### config.mk
export PLATFORM = sky130hd
export DESIGN_NAME = alu_issue_ctrl
export DESIGN_NICKNAME = d
export VERILOG_FILES = /design/src/rtl/alu_issue_ctrl.sv
export SDC_FILE = /design/constraint.sdc
export NUM_CORES = 1
export LEC_CHECK = 0
export ABC_AREA = 1
export BUFFER_PORTS_ARGS = -buffer_cell sky130_fd_sc_hd__buf_4
export CAP_MARGIN = 20
export CORE_MARGIN = 4
export CORE_UTILIZATION = 25
export CTS_CLUSTER_DIAMETER = 50
export DETAILED_ROUTE_END_ITERATION = 10
export SLEW_MARGIN = 20
export SYNTH_ARGS = -nofsm -noshare
export SYNTH_HDL_FRONTEND = slang
export SYNTH_SLANG_ARGS = --single-unit
export TNS_END_PERCENT = 30
### constraint.sdc
create_clock -name clk -period 4.45 [get_ports clk]
set_clock_uncertainty 0.1 [all_clocks]
set_input_delay 0.6675 -clock clk [delete_from_list [all_inputs] [get_ports clk]]
set_output_delay 0.6675 -clock clk [all_outputs]
set_load 0.1 [all_outputs]
### src/rtl/alu_issue_ctrl.sv
`default_nettype none
// ============================================================================
// Module      : alu_issue_ctrl
// Description : Command front-end for the combinational ALU. Buffers
//               operand/opcode commands in a small FIFO, drives the ALU from
//               registers, captures result and flags one cycle later and
//               returns them with the command tag over a valid/ready port.
// Revision    : 1.0 - initial release
// ============================================================================
module alu_issue_ctrl #(
    parameter int DATA_WIDTH = 32,
    parameter int CONTROL    = 4,
    parameter int FIFO_DEPTH = 4,
    parameter int TAG_WIDTH  = 4,
    parameter int CNT_WIDTH  = 16
) (
    input  logic                  clk,
    input  logic                  rst_n,
    // command port
    input  logic                  cmd_valid,
    output logic                  cmd_ready,
    input  logic [DATA_WIDTH-1:0] cmd_in1,
    input  logic [DATA_WIDTH-1:0] cmd_in2,
    input  logic [CONTROL-1:0]    cmd_opcode,
    input  logic [TAG_WIDTH-1:0]  cmd_tag,
    // ALU side
    output logic [DATA_WIDTH-1:0] alu_in1,
    output logic [DATA_WIDTH-1:0] alu_in2,
    output logic [CONTROL-1:0]    alu_opcode,
    input  logic [DATA_WIDTH-1:0] alu_out,
    input  logic                  alu_parity,
    input  logic                  alu_zero,
    input  logic                  alu_sign,
    input  logic                  alu_carry,
    input  logic                  alu_aux,
    // response port
    output logic                  rsp_valid,
    input  logic                  rsp_ready,
    output logic [DATA_WIDTH-1:0] rsp_result,
    output logic [4:0]            rsp_flags,
    output logic [TAG_WIDTH-1:0]  rsp_tag,
    // status
    output logic                  busy,
    output logic [CNT_WIDTH-1:0]  done_count
);

    localparam int c_PTR_W = $clog2(FIFO_DEPTH);
    localparam logic [c_PTR_W:0] c_DEPTH = (c_PTR_W + 1)'(FIFO_DEPTH);

    localparam logic [1:0] c_ST_IDLE  = 2'd0;
    localparam logic [1:0] c_ST_DRIVE = 2'd1;
    localparam logic [1:0] c_ST_HOLD  = 2'd2;

    // FIFO storage, one array per command field
    logic [DATA_WIDTH-1:0] r_fifo_in1 [FIFO_DEPTH];
    logic [DATA_WIDTH-1:0] r_fifo_in2 [FIFO_DEPTH];
    logic [CONTROL-1:0]    r_fifo_op  [FIFO_DEPTH];
    logic [TAG_WIDTH-1:0]  r_fifo_tag [FIFO_DEPTH];

    logic [c_PTR_W-1:0] r_wr_ptr;
    logic [c_PTR_W-1:0] r_rd_ptr;
    logic [c_PTR_W:0]   r_count;

    logic [1:0]           r_state;
    logic [TAG_WIDTH-1:0] r_tag_lat;
    logic [1:0]           r_op_lat;

    logic       w_empty;
    logic       w_push;
    logic       w_handshake;
    logic       w_load;
    logic       w_keep_ca;
    logic [4:0] w_flags;

    // A full FIFO refuses a push even when it is being popped this cycle
    assign cmd_ready   = (r_count < c_DEPTH);
    assign w_empty     = (r_count == '0);
    assign w_push      = cmd_valid && cmd_ready;
    assign w_handshake = rsp_valid && rsp_ready;

    // Head entry is consumed from IDLE, or from HOLD on the response handshake
    assign w_load = !w_empty &&
                    ((r_state == c_ST_IDLE) ||
                     ((r_state == c_ST_HOLD) && w_handshake));

    // Carry and aux are only meaningful for opcodes with low bits 00
    assign w_keep_ca = (r_op_lat == 2'b00);
    assign w_flags   = {alu_aux & w_keep_ca, alu_carry & w_keep_ca,
                        alu_sign, alu_zero, alu_parity};

    assign busy = (r_state != c_ST_IDLE) || !w_empty;

    // FIFO payload write; storage needs no reset since count gates its use
    always_ff @(posedge clk) begin
        if (w_push) begin
            r_fifo_in1[r_wr_ptr] <= cmd_in1;
            r_fifo_in2[r_wr_ptr] <= cmd_in2;
            r_fifo_op[r_wr_ptr]  <= cmd_opcode;
            r_fifo_tag[r_wr_ptr] <= cmd_tag;
        end
    end

    // FIFO pointers and occupancy; pointers wrap naturally at FIFO_DEPTH
    always_ff @(posedge clk or negedge rst_n) begin
        if (!rst_n) begin
            r_wr_ptr <= '0;
            r_rd_ptr <= '0;
            r_count  <= '0;
        end else begin
            if (w_push) begin
                r_wr_ptr <= r_wr_ptr + c_PTR_W'(1);
            end
            if (w_load) begin
                r_rd_ptr <= r_rd_ptr + c_PTR_W'(1);
            end
            case ({w_push, w_load})
                2'b10:   r_count <= r_count + (c_PTR_W + 1)'(1);
                2'b01:   r_count <= r_count - (c_PTR_W + 1)'(1);
                default: r_count <= r_count;
            endcase
        end
    end

    // Issue FSM: load ALU registers, capture result one cycle later, hold it
    always_ff @(posedge clk or negedge rst_n) begin
        if (!rst_n) begin
            r_state    <= c_ST_IDLE;
            alu_in1    <= '0;
            alu_in2    <= '0;
            alu_opcode <= '0;
            r_tag_lat  <= '0;
            r_op_lat   <= 2'b00;
            rsp_valid  <= 1'b0;
            rsp_result <= '0;
            rsp_flags  <= 5'b00000;
            rsp_tag    <= '0;
            done_count <= '0;
        end else begin
            // The ALU registers keep their last value between operations
            if (w_load) begin
                alu_in1    <= r_fifo_in1[r_rd_ptr];
                alu_in2    <= r_fifo_in2[r_rd_ptr];
                alu_opcode <= r_fifo_op[r_rd_ptr];
                r_tag_lat  <= r_fifo_tag[r_rd_ptr];
                r_op_lat   <= r_fifo_op[r_rd_ptr][1:0];
            end
            case (r_state)
                c_ST_IDLE: begin
                    if (w_load) begin
                        r_state <= c_ST_DRIVE;
                    end
                end
                c_ST_DRIVE: begin
                    rsp_result <= alu_out;
                    rsp_flags  <= w_flags;
                    rsp_tag    <= r_tag_lat;
                    rsp_valid  <= 1'b1;
                    r_state    <= c_ST_HOLD;
                end
                c_ST_HOLD: begin
                    if (w_handshake) begin
                        rsp_valid  <= 1'b0;
                        done_count <= done_count + CNT_WIDTH'(1);
                        r_state    <= w_load ? c_ST_DRIVE : c_ST_IDLE;
                    end
                end
                default: begin
                    r_state <= c_ST_IDLE;
                end
            endcase
        end
    end

endmodule
`default_nettype wire

; ---- Word-level counts from Yosys, hierarchy flattened
; Memory sizes are Yosys's and may differ from the RTL's. A register that Yosys moved wholly into a read port is not among the register bits.
; Index checks and enable logic that the tools add are counted.
[op_classes]
add_sub_neg = 5
mul = 0
div = 0
order_cmp = 1
eq_ne = 6
shift = 0
mux = 9
n_bitwise = 2
n_reduce_logical = 19
[ops]
columns = cell, n
row1 = "adder 16 x 1 -> 16 bit, second input constant", 1
row2 = one-hot mux 2 bit (3 select lines), 1
row3 = one-hot mux 3 bit (2 select lines), 1
row4 = AND reduction 2 bit, 3
row5 = nonzero test 2 bit, 3
row6 = "adder 2 x 1 -> 2 bit, second input constant", 2
row7 = "equality test 2 x 1 -> 1 bit, second input constant", 2
row8 = "equality test 2 bit, second input constant", 2
row9 = logical AND 1 bit, 4
row10 = logical NOT 1 bit, 4
row11 = logical NOT 2 bit, 2
row12 = two-way mux 1 bit, 4
row13 = two-way mux 2 bit, 2
row14 = "!= test 2 bit, second input constant", 2
row15 = "adder 3 x 1 -> 3 bit, second input constant", 1
row16 = logical NOT 3 bit, 1
row17 = "less-than comparator 3 bit, second input constant", 1
row18 = "subtractor 3 x 1 -> 3 bit, second input constant", 1
row19 = bitwise AND 1 bit, 2
row20 = logical OR 1 bit, 2
row21 = one-hot mux 1 bit (2 select lines), 1
[totals]
regBits = 73
latchBits = 0
mem_bits_rw = 288
romBits = 0
out_inout_bits = 128
elab_cells = 57
memories = 4
[mem_list]
columns = name, words, word_bits, read_ports, rd_clocked_by_memory_dff, wr, line_no
row1 = r_fifo_in1, 4, 32, 1, 1, 1, 55  ; logic [DATA_WIDTH-1:0] r_fifo_in1 [FIFO_DEPTH];
row2 = r_fifo_in2, 4, 32, 1, 1, 1, 56  ; logic [DATA_WIDTH-1:0] r_fifo_in2 [FIFO_DEPTH];
row3 = r_fifo_op, 4, 4, 1, 0, 1, 57  ; logic [CONTROL-1:0] r_fifo_op [FIFO_DEPTH];
row4 = r_fifo_tag, 4, 4, 1, 1, 1, 58  ; logic [TAG_WIDTH-1:0] r_fifo_tag [FIFO_DEPTH];

; ---- Longest topological paths before layout
; Gate-level depths: netlist of run 1.
[depth]
ltp_word = 7
ltp_mapped = 11

; ---- Least setup slack after synthesis of run 1
; No wires, ideal clock.
[synth_timing]
kind = register -> register
from = register r_count[2]
to = memory r_fifo_in1[0][0], enable pin
setup_time_ns = 0.503
arrival_time_ns = 4.441
slack_ns = -0.594
path_stages_with_launch = 4
path_buffers = 0
path_cell_list = dfrtp_1 inv_1 nand2_1 nor2_1
[synth_between]
elab_chain_len = 4
[synth_rtl]
columns = element, line_no
row1 = start: declaration, 62  ; logic [c_PTR_W:0] r_count;
row2 = start signal: assignment, 117  ; 2'b10: r_count <= r_count + (c_PTR_W + 1)'(1);
row3 = start signal: assignment, 118  ; 2'b01: r_count <= r_count - (c_PTR_W + 1)'(1);
row4 = start signal: assignment, 119  ; default: r_count <= r_count;
row5 = less-than comparator 3 bit, 76  ; assign cmd_ready = (r_count < c_DEPTH);
row6 = net cmd_ready, 21  ; output logic cmd_ready,
row7 = logical AND 1 bit, 78  ; assign w_push = cmd_valid && cmd_ready;
row8 = two-way mux 1 bit, 95  ; if (w_push) begin
row9 = two-way mux 1 bit (implied by the code), 96  ; r_fifo_in1[r_wr_ptr] <= cmd_in1;
row10 = end: declaration, 55
; The timed path passes the listed nets, and every way through them passes these cells.

==> results of run 1 <==
[registers in the layout, indices dropped and copies added (netlist names)]
name	count
r_tag_lat	4
r_state	2
rsp_result	32
alu_in1	32
r_count	3
rsp_flags	5
done_count	16
rsp_valid	1
alu_in2	32
r_fifo_in1	128
r_fifo_tag	16
r_wr_ptr	2
r_rd_ptr	2
r_fifo_in2	128
r_fifo_op	16
rsp_tag	4
alu_opcode	4
[layer usage]
layer | vias to the layer above | share of wire | global-route usage
met2 | 319 | 0.49 | 0.209
met4 | 4 | 0.030 | 0.0451
met5 | - | 0.00079 | 0
met3 | 78 | 0.065 | 0.0313
li1 | 5114 | - | -
met1 | 5311 | 0.42 | 0.148
[through the flow]
step                      instances  hold slack [ns]  utilization  setup slack [ns]
after floorplan                1344            0.272            -            -0.594
after global placement         2383            0.356        0.294              1.27
after detailed placement       2383            0.362        0.294              1.34
after CTS                      2493           0.0192        0.324              1.61
after global routing           2494           0.0703        0.324              1.38
final                          2494          0.00228        0.324              1.62
[how the worst min path moves through the flow]
stage,start,end,slack [ns]
2_1_floorplan,rst_n,alu_in1[0]$_DFFE_PN0P_,0.27
3_3_place_gp,rsp_result[3]$_DFFE_PN0P_,rsp_result[3]$_DFFE_PN0P_,0.36
3_5_place_dp,rsp_result[16]$_DFFE_PN0P_,rsp_result[16]$_DFFE_PN0P_,0.36
4_1_cts,rst_n,rsp_result[15]$_DFFE_PN0P_,0.02
5_1_grt,rst_n,rsp_result[15]$_DFFE_PN0P_,0.07
6_report,rst_n,rsp_result[31]$_DFFE_PN0P_,0.002
[cell usage in the layout, fill, tap and decap left out, types with 7 or more instances in the layout]
master / Yosys / final
clkinv_2: 0 / 9
o21ai_0: 160 / 160
clkbuf_1: 24 / 11
buf_4: 7 / 251
o22ai_1: 66 / 66
nor2_1: 164 / 160
nand3_1: 9 / 9
inv_1: 37 / 37
o21ai_1: 9 / 9
clkbuf_16: 0 / 61
inv_6: 0 / 9
edfxtp_1: 288 / 288
dfrtp_1: 139 / 137
nand2_1: 360 / 360
nor2_4: 3 / 7
[cells by family (layout without fill, tap and decap cells)]
| group | after synthesis | after routing | share of synthesized area |
|---|---|---|---|
| other cells | 0 | 1 | 0 |
| flops | 427 | 427 | 0.745 |
| simple gates | 548 | 548 | 0.132 |
| xor+xnor | 12 | 12 | 0.00646 |
| compound gates | 238 | 238 | 0.0785 |
| fa+ha+maj | 7 | 7 | 0.00584 |
| buf+inv | 112 | 406 | 0.0321 |
[area by class of cell]
class                   instances  share of cell area
flip-flops and latches        427               0.581
multi-input cells             805               0.175
repair buffers                255              0.0936
clock buffers                  76              0.0777
well taps                     855              0.0512
clock inverters                34              0.0141
inverters                      41             0.00754
diodes                          1            0.000120
[critical path: cells and delay by family (launching register included)]
kind | cells | cell delay, ns
compound gates | 2 | 0.32
buf+inv | 2 | 1.33
flops | 1 | 0.81
simple gates | 2 | 0.14
==> out/qor.csv, run 1 <==
stage,metric,value,unit
cts,setup bufs post-CTS,0,
detailed_routing,Final ANT Viol Nets,0,
cts,CTS resizes,0,
grt,initial antenna violation count,3,
detailed_routing,Detailed Routing Iterations Pass 1,5,
setup_path,CP peak stage delay,0.81,ns
die,core footprint,64500,um2
die,initial core utilization,0.252,
grt,grt ovf,0,
timing,RSZ-0062 raised after global routing,false,
cts,CTS tree,done,
timing,Final min period,2.83,ns
timing,fmax,353,MHz
detailed_routing,vias per cell,4.34,
detailed_routing,DR WL/cell,17.3,um
die,die width,263,um
detailed_routing,total wire length,43100,um
cts,Num CTS Buffers,58,
setup_path,CP endpoint kind,flop,
setup_path,"reg-to-reg slack, setup",1.62,ns
die,Rows,93,
synth,"Avg Cell Area, Syn",12.1,um2
setup_path,"critical path, cell by cell","inv_4, buf_4, o21ai_0, o22ai_1, nand2_1, nand2_1",
synth,synth warn,0,
setup_path,Worst EP required,4.88,ns
detailed_routing,DRC Markers,0,
synth,ys flop type,edfxtp_1,
synth,post-synthesis sequential area ratio,0.745,
cts,"Clk Latency, worst-skew pair",0.60,ns
cts,H-tree depth,2,
finish,area of the multi-input gates,3660,um2
finish,Final Cell Area,20900,um2
synth,fraction of registers with async set/reset,0.326,
grt,largest net degree at the start of global routing,80,
synth,"EDFF count, synth",288,
synth,register bit total from synthesis,427,
placed_design,"Cell Area, Placed",19000,um2
cts,CTS Buffer Depth,3,
placed_design,placed wire-length estimate,24600,um
timing,final hold vios,0,
synth,"area leader, netlist",edfxtp_1,
setup_path,CP startpoint,r_rd_ptr[0]$_DFFE_PN0P_,
min_path,hold crit path type,primary input to async pin,
timing,"Slew Viols, Final",0,
setup_path,worst reg2reg endpoint,alu_in1[5]$_DFFE_PN0P_,
synth,Post-synth top cells,"nand2_1 (360), edfxtp_1 (288), nor2_1 (164), o21ai_0 (160), dfrtp_1 (139)",
synth,cells after synthesis,1344,
cts,clock sink count,427,
synth,Synth area leaders,"edfxtp_1 (53%), dfrtp_1 (21%), nand2_1 (8.3%)",
grt,GRT Util Overall,0.122,
placed_design,gpl congestion,0.790,
die,# IOs,241,
timing,setup tns final,0,ns
timing,Worst Tran Pin Value,0.990,ns
cts,clk root buf,clkbuf_16,
job,max cap viols,0,
run_status,outcome,finished clean,
setup_path,CP max stage cell,dfrtp_4,
synth,post-synth net total,1464,
setup_path,worst r2r src,r_rd_ptr[0]$_DFFE_PN0P_,
finish,Filler cells,6447,
detailed_routing,Vias,10800,
placed_design,PortBufs,240,
timing,Tcrit/Tclk final,0.637,
timing,Final Setup Violations,0,
finish,Area Growth Syn to Fin,28.4,%
synth,top-count cell post-synth,nand2_1,
cts,"Reg clk slew, reported paths",0.06,ns
setup_path,crit path max fanout,79,
setup_path,Worst Reg-to-Reg Cells,6,
synth,post-synth cell types,31,
setup_path,CP Launch Type,flop,
cts,CTS Hold Bufs,0,
synth,top cell type's share of synthesized area,0.531,
synth,Post-Syn Area,16300,um2
finish,ratio of cells with drive above 1 in the final layout,0.229,
setup_path,critical path arrival,3.27,ns
setup_path,Worst Setup Path Type,flop to flop,
die,DIE AREA,69200,um2
grt,first-pass GRT wire length,66000,um
finish,storage element area,12100,um2
finish,nets@finish,1708,
setup_path,critical path endpoint,alu_in1[5]$_DFFE_PN0P_,
grt,vias in the first global route,11100,
setup_path,"most used cell, CP",nand2_1,
timing,Slew HR,0.340,
die,Die Y,263,um
detailed_routing,initial drt markers,612,
Power of run 1 is left out: the tool's default activity adds up to more than one toggle a clock period on the data nets, which glitch-free logic cannot reach.
==> run 2, diff against run 1 <==
ABC_AREA = 0   (was 1)
clock period = 2.9 ns   (was 4.45 ns; I/O delays follow)
==> run 2 against run 1 <==
Compared with the run above:
- synthesized area shrank 1.1%
- clock-buffer cell count grew 3
- first-iteration DRC count shrank 22%
- hold slack gained 0.13 ns
- sequential share of layout area shrank 2.7 points
- highest routed layer is now met4
- non-clock buffer count grew 117
- fmax grew 24%
- core utilization grew 2.2 points
==> out/qor.csv, run 2 <==
stage,metric,value,unit
detailed_routing,vias per cell,4.07,
die,core footprint,63400,um2
synth,"area leader, netlist",edfxtp_1,
setup_path,crit path max fanout,4,
setup_path,critical path arrival,2.69,ns
detailed_routing,total wire length,37200,um
run_status,outcome,finished clean,
synth,top cell type's share of synthesized area,0.537,
synth,ys flop type,edfxtp_1,
synth,Synth area leaders,"edfxtp_1 (54%), dfrtp_1 (22%), mux4_2 (10%)",
min_path,Hold EP,done_count[0]$_DFFE_PN0P_,
setup_path,"critical path, cell by cell","nand2_1, a211oi_4, ha_1, inv_1, fa_1, xor2_1, nor2_1, xnor2_1",
grt,largest net degree at the start of global routing,57,
timing,RSZ-0062 raised after global routing,false,
placed_design,gpl congestion,0.705,
timing,Final Setup Violations,0,
placed_design,PortBufs,240,
grt,initial antenna violation count,3,
detailed_routing,DR WL/cell,17.7,um
grt,vias in the first global route,9371,
grt,grt ovf,0,
synth,Post-synth top cells,"edfxtp_1 (288), dfrtp_1 (139), nand2_1 (132), mux4_2 (72), mux2_4 (47)",
job,max cap viols,0,
grt,first-pass GRT wire length,56500,um
cts,Num CTS Buffers,56,
min_path,Hold Path Depth,3,
synth,synth warn,0,
detailed_routing,initial drt markers,479,
cts,clock sink count,427,
synth,post-synthesis sequential area ratio,0.754,
timing,Worst Tran Pin Value,0.608,ns
timing,Tcrit/Tclk final,0.788,
synth,post-synth net total,931,
setup_path,Worst Reg-to-Reg Cells,8,
finish,Area Growth Syn to Fin,36.3,%
detailed_routing,Final ANT Viol Nets,0,
timing,Hold WS,0.131,ns
setup_path,Worst EP required,3.30,ns
timing,Slew HR,0.595,
die,die width,262,um
setup_path,"reg-to-reg slack, setup",0.62,ns
timing,Final min period,2.28,ns
synth,register bit total from synthesis,427,
synth,Post-Syn Area,16100,um2
finish,"commonest non-fill, non-tap cell in the layout",edfxtp_1,
placed_design,placed wire-length estimate,22400,um
setup_path,worst r2r src,rsp_valid$_DFFE_PN0P_,
grt,GRT Util Overall,0.108,
setup_path,worst reg2reg endpoint,r_count[2]$_DFFE_PN0P_,
setup_path,CP top delay family,adder cells,
cts,"Reg clk slew, reported paths",0.06,ns
synth,cells after synthesis,811,
cts,setup bufs post-CTS,0,
cts,CTS resizes,0,
die,# IOs,241,
finish,storage element area,12100,um2
setup_path,CP peak stage delay,0.43,ns
cts,H-tree depth,2,
setup_path,CP endpoint kind,flop,
die,initial core utilization,0.254,
min_path,Hold Crit Start,rsp_ready,
cts,"Clk Latency, worst-skew pair",0.59,ns
die,Die Y,262,um
synth,"EDFF count, synth",288,
timing,fmax,438,MHz
synth,top-count cell post-synth,edfxtp_1,
setup_path,CP max stage cell,a211oi_4,
timing,"Slew Viols, Final",0,
synth,"Avg Cell Area, Syn",19.8,um2
min_path,hold crit path type,primary input to flop,
detailed_routing,Vias,8543,
finish,area of the multi-input gates,3680,um2
finish,"commonest cells after routing, fill and taps aside","edfxtp_1 (288), buf_4 (251), dfrtp_1 (136)",
detailed_routing,Detailed Routing Iterations Pass 1,6,
finish,Filler cells,5939,
cts,CTS tree,done,
timing,final hold vios,0,
setup_path,Worst Setup Path Type,flop to flop,
synth,fraction of registers with async set/reset,0.326,
cts,clk root buf,clkbuf_16,
cts,CTS Hold Bufs,110,
setup_path,CP Launch Type,flop,
setup_path,WP buf/inv,1,
finish,ratio of cells with drive above 1 in the final layout,0.411,
finish,Top Registers,"r_fifo_in1 (128), r_fifo_in2 (128)",
die,Rows,92,
cts,CTS Buffer Depth,3,
finish,nets@finish,1326,
detailed_routing,DRC Markers,0,
synth,post-synth cell types,37,
die,DIE AREA,68500,um2
run 2: cell count changes in the layout (fill, tap and decap cells not counted), moves of 8 or more:
cell and delta:
dlygate4sd3_1 +110, inv_1 -29, mux2_2 +25, mux2_4 +47
mux4_2 +72, nand2_1 -228, nor2_1 -155, o21ai_0 -158
o21ai_1 -9, o22ai_1 -66, xnor2_1 +8
run 2: tightest hold or removal path, stage by stage:
cell and delay (ns):
buf_4 0.12, nand4b_4 0.14, xnor2_1 0.07
run 2: stage by stage:
| stage | utilization | worst slack, ns | instances | instance area, um2 | setup TNS [ns] |
|---|---|---|---|---|---|
| floorplan | - | -0.128 | 811 | 16100 | -18.46 |
| global placement | 0.300 | 0.533 | 1884 | 19000 | 0 |
| detailed placement | 0.300 | 0.504 | 1884 | 19000 | 0 |
| CTS | 0.346 | 0.611 | 2098 | 21900 | 0 |
| global route | 0.346 | 0.496 | 2099 | 21900 | 0 |
| finish | 0.346 | 0.616 | 2101 | 21900 | 0 |
run 2: area by class of cell:
cell class,count,share of cell area
flip-flops and latches,427,0.553
inverters,8,0.00137
clock inverters,25,0.00913
repair buffers,372,0.146
well taps,846,0.0483
diodes,3,0.000342
clock buffers,79,0.0738
multi-input cells,341,0.168
run 2: worst max-delay path by stage:
stage          depth (start not counted)                          to  slack, ns             startpoint
5_1_grt                                8      r_count[2]$_DFFE_PN0P_       0.50  rsp_valid$_DFFE_PN0P_
3_3_place_gp                           9      r_count[2]$_DFFE_PN0P_       0.53              rsp_ready
3_5_place_dp                           9      r_count[2]$_DFFE_PN0P_       0.50              rsp_ready
4_1_cts                                8      r_count[2]$_DFFE_PN0P_       0.61  rsp_valid$_DFFE_PN0P_
6_report                               8      r_count[2]$_DFFE_PN0P_       0.62  rsp_valid$_DFFE_PN0P_
2_1_floorplan                          3  r_fifo_in1[0][0]$_DFFE_PP_      -0.13              cmd_valid
run 2: kinds of logic (layout without fill, tap and decap cells):
kind of cell,count (synthesis),count (layout),synth area share
other,0,3,0
buffers and inverters,43,484,0.0193
multiplexers,145,145,0.163
flip-flops,427,427,0.754
XOR/XNOR,21,21,0.0119
AO/OA/AOI/OAI,6,6,0.00295
AND/OR/NAND/NOR,162,162,0.0436
adder cells (fa/ha/maj),7,7,0.00591
run 2: layer usage:
| metal | track usage | wire, um |
|---|---|---|
| met5 | 0 | 0 |
| met4 | 0.0313 | 728 |
| met3 | 0.0367 | 3160 |
| met2 | 0.182 | 17700 |
| met1 | 0.134 | 15600 |
Power of run 2 is left out for the same reason.
==> run 3, diff against run 2 <==
clock period = 2.08 ns   (was 2.9 ns; I/O delays follow)
==> run 3 against run 2 <==
Compared with the run above:
- final cell count grew 0.29%
- global-route usage shrank 0.080 points
- flip-flop and latch count is the same
- first-iteration DRC count grew 4.4%
- critical endpoint unchanged
==> out/qor.csv, run 3 (synthesis gave the netlist of run 2 again) <==
stage,metric,value,unit
run_status,outcome,finished clean,
setup_path,CP Launch Type,flop,
setup_path,Worst EP required,2.47,ns
grt,GRT Util Overall,0.108,
setup_path,worst reg2reg endpoint,r_count[2]$_DFFE_PN0P_,
grt,largest net degree at the start of global routing,56,
setup_path,CP endpoint kind,flop,
finish,"commonest cells after routing, fill and taps aside","edfxtp_1 (288), buf_4 (249), dfrtp_1 (136)",
timing,final hold vios,0,
cts,CTS tree,done,
finish,ratio of cells with drive above 1 in the final layout,0.417,
detailed_routing,initial drt markers,500,
placed_design,gpl congestion,0.741,
die,Die Y,262,um
timing,RSZ-0062 raised after global routing,true,
finish,Top Registers,"r_fifo_in1 (128), r_fifo_in2 (128)",
finish,Filler cells,5887,
setup_path,critical path arrival,2.38,ns
timing,Worst Tran Pin Value,0.467,ns
die,# IOs,241,
die,DIE AREA,68500,um2
placed_design,placed wire-length estimate,22600,um
detailed_routing,DRC Markers,0,
cts,clock sink count,427,
setup_path,"reg-to-reg slack, setup",0.1,ns
grt,vias in the first global route,9422,
die,core footprint,63400,um2
cts,CTS Buffer Depth,3,
die,Rows,92,
setup_path,"critical path, cell by cell","nand2_4, a211oi_4, ha_4, inv_1, fa_2, xor2_1, nor2_1, xnor2_1",
placed_design,PortBufs,240,
cts,H-tree depth,2,
timing,Tcrit/Tclk final,0.952,
die,initial core utilization,0.254,
setup_path,CP startpoint,rsp_valid$_DFFE_PN0P_,
die,die width,262,um
cts,"Clk Latency, worst-skew pair",0.58,ns
setup_path,Worst Setup Path Type,flop to flop,
setup_path,crit path max fanout,4,
setup_path,worst r2r src,rsp_valid$_DFFE_PN0P_,
setup_path,critical path depth,8,
setup_path,CP max stage cell,dfrtp_4,
setup_path,Worst Reg-to-Reg Cells,8,
timing,"Slew Viols, Final",0,
cts,"Reg clk slew, reported paths",0.05,ns
job,max cap viols,0,
timing,Slew HR,0.689,
grt,first-pass GRT wire length,56600,um
grt,initial antenna violation count,4,
min_path,hold crit path type,primary input to async pin,
timing,fmax,505,MHz
grt,grt ovf,0,
cts,clk root buf,clkbuf_16,
setup_path,CP top delay family,adder cells,
detailed_routing,vias per cell,4.11,
timing,Final min period,1.98,ns
setup_path,CP peak stage delay,0.45,ns
detailed_routing,DR WL/cell,17.7,um
setup_path,critical path endpoint,r_count[2]$_DFFE_PN0P_,
finish,Area Growth Syn to Fin,38.0,%
cts,Num CTS Buffers,55,
timing,Final Setup Violations,0,
detailed_routing,Vias,8669,
finish,"commonest non-fill, non-tap cell in the layout",edfxtp_1,
detailed_routing,Final ANT Viol Nets,0,
setup_path,WP buf/inv,1,
detailed_routing,total wire length,37300,um
detailed_routing,Detailed Routing Iterations Pass 1,4,
finish,final core utilization,0.350,
finish,nets@finish,1333,
run 3: changes by cell type in the layout (fill, tap and decap cells not counted), sizes merged, moves of 3 or more:
| cell | before | now |
|---|---|---|
| bufinv | 0 | 7 |
| clkbuf | 79 | 66 |
| buf | 262 | 269 |
| inv | 22 | 19 |
| clkinv | 9 | 17 |
run 3: through the flow:
stage / cell area, um2 / hold WS, ns / TNS (ns) / cells / setup WS (ns)
floorplan: 16100 / -0.0836 / -20.02 / 811 / -0.319
global placement: 19200 / 0.151 / -0.591 / 1890 / -0.0621
detailed placement: 19200 / 0.158 / -1.23 / 1890 / -0.0893
CTS: 22200 / 0.110 / -0.106 / 2103 / -0.0620
global route: 22200 / 0.134 / -0.00478 / 2106 / -0.00478
finish: 22200 / 0.113 / 0 / 2107 / 0.0993
run 3: how the worst min path moves through the flow:
stage	start	endpoint
2_1_floorplan	rst_n	alu_in1[0]$_DFFE_PN0P_
3_3_place_gp	rst_n	rsp_result[15]$_DFFE_PN0P_
3_5_place_dp	rst_n	rsp_result[15]$_DFFE_PN0P_
4_1_cts	rst_n	rsp_result[15]$_DFFE_PN0P_
5_1_grt	rst_n	rsp_result[15]$_DFFE_PN0P_
6_report	rst_n	rsp_result[15]$_DFFE_PN0P_
run 3: area by class of cell:
cell class                      instances  area, um2  share of cell area
Antenna cell                            3       7.51            0.000338
Clock buffer                           66       1440              0.0647
Multi-Input combinational cell        341       3710               0.167
Timing Repair Buffer                  380       3370               0.152
Tap cell                              846       1060              0.0477
Sequential cell                       427      12100               0.546
Inverter                                8       30.0             0.00135
Clock inverter                         36        457              0.0206
run 3: routing by layer:
metal | up-vias | wire [um] | GRT usage
met3 | 62 | 2840 | 0.0318
li1 | 3890 | - | -
met4 | 2 | 821 | 0.0311
met5 | - | 13 | 0
met1 | 4438 | 15900 | 0.138
met2 | 277 | 17700 | 0.178
run 3: repair_timing:
item | 4_1_cts | 5_1_grt
hold buffers | 111 | 0
setup endpoints to repair | 29 | 36
resized for setup | 4 | 5
pin swaps | 1 | 2
buffers inserted | 0 | 1
hold endpoints to repair | 412 | 0
cloned | 0 | 0
Power of run 3 is left out for the same reason.
